File: src/rtl/scan_mux.sv
// Registered N-channel x WIDTH-bit mux with manual select or auto-scan, valid/ready output.
// Latency 1 cycle; a stalled sample (valid & ~ready) holds output and freezes scan state.
module scan_mux #(
  parameter int N_INPUTS = 32,
  parameter int WIDTH    = 8,
  parameter int DWELL    = 1,
  parameter int SEL_W    = $clog2(N_INPUTS)
) (
  input  logic                      clk,
  input  logic                      rst,
  input  logic                      ena,
  input  logic                      mode,
  input  logic [SEL_W-1:0]          select,
  input  logic [N_INPUTS*WIDTH-1:0] inputs,
  output logic [WIDTH-1:0]          out,
  output logic [SEL_W-1:0]          out_sel,
  output logic                      out_valid,
  input  logic                      out_ready,
  output logic                      sel_err
);

  localparam int                DW_W       = (DWELL > 1) ? $clog2(DWELL) : 1;
  localparam logic [SEL_W:0]    N_EXT      = (SEL_W+1)'(N_INPUTS);
  localparam logic [SEL_W-1:0]  LAST_IDX   = SEL_W'(N_INPUTS - 1);
  localparam logic [DW_W-1:0]   DWELL_LAST = DW_W'(DWELL - 1);

  typedef enum logic {IDLE, FULL} state_t;

  state_t           state_q;
  logic [WIDTH-1:0] out_q;
  logic [SEL_W-1:0] out_sel_q;
  logic             sel_err_q;
  logic [SEL_W-1:0] scan_idx_q, scan_idx_d;
  logic [DW_W-1:0]  dwell_q, dwell_d;
  logic             prev_mode_q;

  logic             load;
  logic             mode_chg;
  logic [SEL_W-1:0] scan_base;
  logic [DW_W-1:0]  dwell_base;
  logic [SEL_W-1:0] chan;
  logic             sel_oor;
  logic [WIDTH-1:0] chan_dat;

  assign out_valid = (state_q == FULL);
  assign out       = out_q;
  assign out_sel   = out_sel_q;
  assign sel_err   = sel_err_q;

  assign load = ena & (~out_valid | out_ready);

  // Entering scan from manual restarts the walk at channel 0 before this load uses it.
  assign mode_chg   = (mode != prev_mode_q);
  assign scan_base  = mode_chg ? '0 : scan_idx_q;
  assign dwell_base = mode_chg ? '0 : dwell_q;

  assign chan    = mode ? scan_base : select;
  assign sel_oor = ~mode & ({1'b0, select} >= N_EXT);

  always_comb begin
    chan_dat = '0;
    for (int k = 0; k < N_INPUTS; k++) begin
      if (chan == SEL_W'(k)) chan_dat = inputs[k*WIDTH +: WIDTH];
    end
    if (sel_oor) chan_dat = '0;
  end

  always_comb begin
    scan_idx_d = scan_base;
    dwell_d    = dwell_base;
    if (dwell_base == DWELL_LAST) begin
      dwell_d    = '0;
      scan_idx_d = (scan_base == LAST_IDX) ? '0 : scan_base + SEL_W'(1);
    end else begin
      dwell_d    = dwell_base + DW_W'(1);
    end
  end

  always_ff @(posedge clk or posedge rst) begin
    if (rst) begin
      state_q     <= IDLE;
      out_q       <= '0;
      out_sel_q   <= '0;
      sel_err_q   <= 1'b0;
      scan_idx_q  <= '0;
      dwell_q     <= '0;
      prev_mode_q <= 1'b0;
    end else begin
      case (state_q)
        IDLE: if (load) state_q <= FULL;
        FULL: if (!load && out_ready) state_q <= IDLE;
        default: state_q <= IDLE;
      endcase
      if (load) begin
        out_q       <= chan_dat;
        out_sel_q   <= chan;
        sel_err_q   <= sel_oor;
        prev_mode_q <= mode;
        // Scan position only moves on scan-mode loads; manual loads leave it frozen.
        if (mode) begin
          scan_idx_q <= scan_idx_d;
          dwell_q    <= dwell_d;
        end
      end
    end
  end

endmodule

File: config.mk
export PLATFORM = sky130hd
export DESIGN_NAME = scan_mux
export DESIGN_NICKNAME = d
export VERILOG_FILES = /design/src/rtl/scan_mux.sv
export SDC_FILE = /design/constraint.sdc
export NUM_CORES = 1
export LEC_CHECK = 0
export ABC_AREA = 1
export CORE_AREA = 2 2 109 111
export CTS_BUF_LIST = sky130_fd_sc_hd__clkbuf_8
export DETAILED_ROUTE_END_ITERATION = 12
export DIE_AREA = 0 0 111 113
export GPL_ROUTABILITY_DRIVEN = 0
export HOLD_SLACK_MARGIN = 0.1
export PLACE_DENSITY = 0.76
export SLEW_MARGIN = 10
export SYNTH_ARGS = -nofsm -noshare
export SYNTH_HDL_FRONTEND = slang
export SYNTH_SLANG_ARGS = --single-unit
export TNS_END_PERCENT = 1
File: constraint.sdc
create_clock -name clk -period 7 [get_ports clk]
set_clock_uncertainty 0.2 [all_clocks]
set_input_delay 1.75 -clock clk [delete_from_list [all_inputs] [get_ports clk]]
set_output_delay 1.75 -clock clk [all_outputs]
set_load 0.1 [all_outputs]
======== Word level (Yosys, flattened, before mapping) ========
Index checks and enable logic that the tools add are counted.
Widths: inputs -> output; s select.
storage, ports and cells
  logic and storage cells ................. 89
  output and inout port bits .............. 15
  flip-flop bits (word level) ............. 21
  bits of input ports ..................... 266
cells by class
  reduce and logical (&&, ||, !) cells .... 4
  bitwise operators ....................... 3
  multiplexer cells ....................... 41
  add/sub/neg operators ................... 2
  equality and inequality tests ........... 33
operators with widths
  kind                 count
  $mux 8               32
  $eq 5x5->1 const B   17
  $eq 5x4->1 const B   8
  $eq 5x3->1 const B   4
  $mux 5               4
  $eq 5x2->1 const B   2
  $add 5x1->5 const B  1
  $eq 5x1->1 const B   1
  $logic_not 5->1      1
  $mux 1               4
  $pmux 1 s2           1
  $reduce_and 2->1     1
  $add 1x1->1 const B  1
  $and 1x1->1          1
  $logic_and 1x1->1    1
  $logic_not 1->1      1
  $ne 1x1->1           1
  $not 1->1            1
  $or 1x1->1           1

======== Longest topological paths before layout ========
  word-level depth ........................ 36
  gate-level depth with buffers ........... 27
  depth with buffers taken out ............ 27

======== Worst setup path before layout ========
OpenSTA, ideal clock, no wires.
  path kind ............................... input to register
  from .................................... input mode
  to ...................................... register out_q[1], in the netlist out[1]
  arrival ................................. 3.635 ns
  path buffers ............................ 0
  stages on the path ...................... 25
  slack ................................... 3.046 ns
  required time ........................... 6.680 ns
  library setup time ...................... 0.120 ns
  path through ............................ inv_2 > nand2_1 > nand2_4 > inv_1 > nor2_4 > nand2_1 > nor2_4 > inv_1 > or2_0 > nand2_1 > nand3_1 > nand2_1 > nand3_1 > nand2_1 > nand3_1 > nand2_1 > nand4_1 > nand2_1 > nand4_1 > nand2_1 > nand4_1 > nand2_1 > nand4_1 > nand2_1 > nand2_1
between the ends
  word-level cells in the longest chain between the ends .. 36
  elaborated cells on any way between the ends .. 67
  those cells by class .................... eq/ne: 32; mux: 34; reduce/logical: 1
ends and longest elaborated chain
  element                RTL line  text
  start, declared        12        input logic mode,
  $ne 1x1->1             53        assign mode_chg = (mode != prev_mode_q);
  $mux 5                 54        assign scan_base = mode_chg ? '0 : scan_idx_q;
  $mux 5 *               57        assign chan = mode ? scan_base : select;
  $logic_not 5->1        63        if (chan == SEL_W'(k)) chan_dat = inputs[k*WIDTH +: WIDTH];
  $mux 8 (31 in series)  63
  $mux 8 *               63
  end signal, assigned   95        out_q <= chan_dat;
  end, declared          30        logic [WIDTH-1:0] out_q;
Mark *: on every way between the ends. The rest lies on a longest branch, timed or not.
A chain may end at the register's enable or synchronous reset.

======== Worst setup path after layout ========
  from .................................... input mode
  to ...................................... register out_q[7], in the netlist out[7]
Same word-level chain as after synthesis.

==> flow_metrics.tcl <==
set metrics [dict create \
    io-pin-count 281 \
    fp-row-count 39 \
    post-route-drc-count 0 \
    grt_start_max_net_pins 37 \
    synth_area_leader "sky130_fd_sc_hd__nand2_1" \
    post_synth_edffs 0 \
    critical_path_arrival_ns 5.33 \
    chipHeight_um 113 \
    ctsResizeCount 0 \
    initial_core_util 0.305 \
    rsz_0062_raised_after_global_routing "no" \
    area_of_the_die_um2 12500 \
    final_util 0.568 \
    final.fill_count 1125 \
    design_area_um2 6400 \
    synthCells 663 \
    detail-route-antenna-nets 0 \
    routed_wl_um 16200 \
    dr_vias 5186 \
    globalRoute.totalOverflow 0 \
    cts.path.max_buffers 2 \
    clk_latency_ns 0.26 \
    preCtsSetupSlack_ns 1.35 \
    layout_commonest_cell "sky130_fd_sc_hd__clkdlybuf4s50_1" \
    antenna_cells 0 \
    area_delta_synth_final_pct 86.2 \
    rrSetupSlack_ns 3.31 \
    synthesis.nets 930 \
    first_global_vias 5028 \
    finalSetupTns_ns 0 \
    min_period_over_period 0.766 \
    most-common-layout-cells "sky130_fd_sc_hd__clkdlybuf4s50_1 (279), sky130_fd_sc_hd__nand2_1 (255), sky130_fd_sc_hd__inv_1 (94), sky130_fd_sc_hd__nor2_1 (75), sky130_fd_sc_hd__nand4_1 (57)" \
    ys_seq_elements 20 \
    endpoint_kind "flop" \
    max_freq_mhz 186 \
    holdCritPathClass "flop to flop" \
    synth_area_leaders "sky130_fd_sc_hd__nand2_1 (28%), sky130_fd_sc_hd__dfrtp_1 (15%), sky130_fd_sc_hd__nand4_1 (10%), sky130_fd_sc_hd__inv_1 (10%), sky130_fd_sc_hd__nor2_1 (8.2%)" \
    yosys_warnings 0 \
    timing.max_cap.violations 0 \
    path_clk_slew_ns 0.08 \
    start_kind "input port" \
    synth_cell_types 37 \
    outcome "finished clean" \
    area_of_the_core_um2 11300 \
    die_w_um 111 \
    synth-main-ff-cell "sky130_fd_sc_hd__dfrtp_1" \
    grt_pass1_wl_um 24700 \
    cts_made_buffers 3 \
    setup_slack_ns 1.63 \
    drt-vias-per-instance 4.82 \
    hold_viol_final 0 \
    post_synth_instance_area_um2 3440 \
    detailedRoute.firstIterationViolations 427 \
    drtPass1Iterations 5 \
    power_density_nw_per_um2 133 \
    ctsRootBufferMaster "sky130_fd_sc_hd__clkbuf_8" \
    post_cts_hold_buffer_count 0 \
    max_slew.worst_pin.slew_ns 1.06 \
    synth-seq-area-share 0.146 \
    clock-sinks 20 \
    synth-async-reset-ratio 1.00 \
    htree_levels 1 \
    setup_violations 0 \
    count_of_buffers_inserted_at_the_top_level_ports 279 \
    synthDominantCellAreaShare 0.278 \
    vdd_ir_drop_max_mv 0.160 \
    drive_above_1_share 0.0493 \
    globalRouteTotalUtil 0.244 \
    final_nets 1201 \
    critical_path_class "input port to flop" \
    cts_post_setup_buffers_inserted 0 \
    dpl_cell_area_um2 6330 \
    crit_path_max_fanout 11 \
    synthesis.area_per_instance_um2 5.18 \
    slew_headroom 0.290 \
    place_hpwl_um 13900 \
    critPathRequiredTime_ns 6.96 \
    cts_tree "built" \
    grt_antenna_before_repair 0 \
    total_leakage_power_nw 2.77 \
    finalWorstPathRequiredPeriod_ns 5.37 \
    wl_per_cell_um 15.1 \
    slew_viol_final 0 \
]
-- path summary, 6_finish.rpt --
path / to / from / cells past startpoint
max: out[7] / mode / 22
min: out[5] / out[5] / 2
max reg2reg: out[3] / prev_mode_q / 21
min reg2reg: out[5] / out[5] / 2
max in group asynchronous: out[4] / rst / 2
min in group asynchronous: out_valid / rst / 2
-- worst max-delay path, stage by stage --
cell	delay (ns)
sky130_fd_sc_hd__clkdlybuf4s50_1	0.52
sky130_fd_sc_hd__inv_2	0.15
sky130_fd_sc_hd__nand2_1	0.08
sky130_fd_sc_hd__nand2_2	0.12
sky130_fd_sc_hd__inv_1	0.06
sky130_fd_sc_hd__nor2_1	0.55
sky130_fd_sc_hd__inv_1	0.30
sky130_fd_sc_hd__nor3_4	0.35
sky130_fd_sc_hd__inv_1	0.13
sky130_fd_sc_hd__or2_2	0.29
sky130_fd_sc_hd__nand2_1	0.07
sky130_fd_sc_hd__nand3_1	0.07
sky130_fd_sc_hd__nand2_1	0.07
sky130_fd_sc_hd__nand4_1	0.07
sky130_fd_sc_hd__nand2_1	0.07
sky130_fd_sc_hd__nand4_1	0.09
sky130_fd_sc_hd__nand2_1	0.08
sky130_fd_sc_hd__nand4_1	0.16
sky130_fd_sc_hd__nor2_1	0.15
sky130_fd_sc_hd__nand3_1	0.08
sky130_fd_sc_hd__nand2_1	0.06
sky130_fd_sc_hd__nand2_1	0.04
-- sequential cells by signal, indices dropped and copies added, names as in the netlist --
signal / cells
out: 8
scan_idx_q: 5
out_sel: 5
out_valid: 1
prev_mode_q: 1
-- power by group --
group          switching [W]  total (W)  internal [W]
sequential         0.0000164   0.000156      0.000140
clock              0.0000387   0.000115     0.0000763
combinational       0.000341   0.000577      0.000236
-- routing by layer --
metal  track usage  part of all wire
met3        0.0450             0.078
met4        0.0733             0.027
met1         0.295              0.41
met2         0.440              0.48
met5             0                 0
-- logic make-up (layout without fill, tap and decap cells) --
kind of cell / count (synthesis) / after routing / synth area share
simple gates: 462 / 462 / 0.612
buf+inv: 114 / 384 / 0.135
compound gates: 64 / 64 / 0.0997
flops: 20 / 20 / 0.146
fa+ha+maj: 1 / 1 / 0.00364
other cells: 1 / 1 / 0.00109
xor+xnor: 1 / 1 / 0.00255
-- cells in the mapped netlist, types with 5 or more instances --
cell type / number
sky130_fd_sc_hd__nand2_1: 255
sky130_fd_sc_hd__inv_1: 94
sky130_fd_sc_hd__nor2_1: 75
sky130_fd_sc_hd__nand4_1: 57
sky130_fd_sc_hd__a21oi_1: 34
sky130_fd_sc_hd__nand3_1: 29
sky130_fd_sc_hd__o21ai_0: 21
sky130_fd_sc_hd__dfrtp_1: 20
sky130_fd_sc_hd__or2_2: 14
sky130_fd_sc_hd__clkbuf_1: 6
sky130_fd_sc_hd__inv_2: 5
sky130_fd_sc_hd__nor2_2: 5
sky130_fd_sc_hd__nor2_4: 5
-- layout make-up --
type	count	area (µm²)	area share
clock inverters	1	30.0	0.00469
multi-input cells	529	2470	0.386
inverters	100	378	0.0590
well taps	143	179	0.0280
flip-flops and latches	20	500	0.0782
repair buffers	280	2800	0.437
clock buffers	3	41.3	0.00645
-- through the flow --
| stage | total power [W] | std cells | hold WS, ns |
|---|---|---|---|
| after detailed placement | 0.000735 | 1072 | 0.273 |
| after global routing | 0.000900 | 1076 | 0.320 |
| after floorplan | 0.000480 | 663 | 0.288 |
| after global placement | 0.000732 | 1072 | 0.265 |
| after CTS | 0.000854 | 1076 | 0.292 |
| final | 0.000849 | 1076 | 0.282 |
Power figures use the tool's default switching activity.
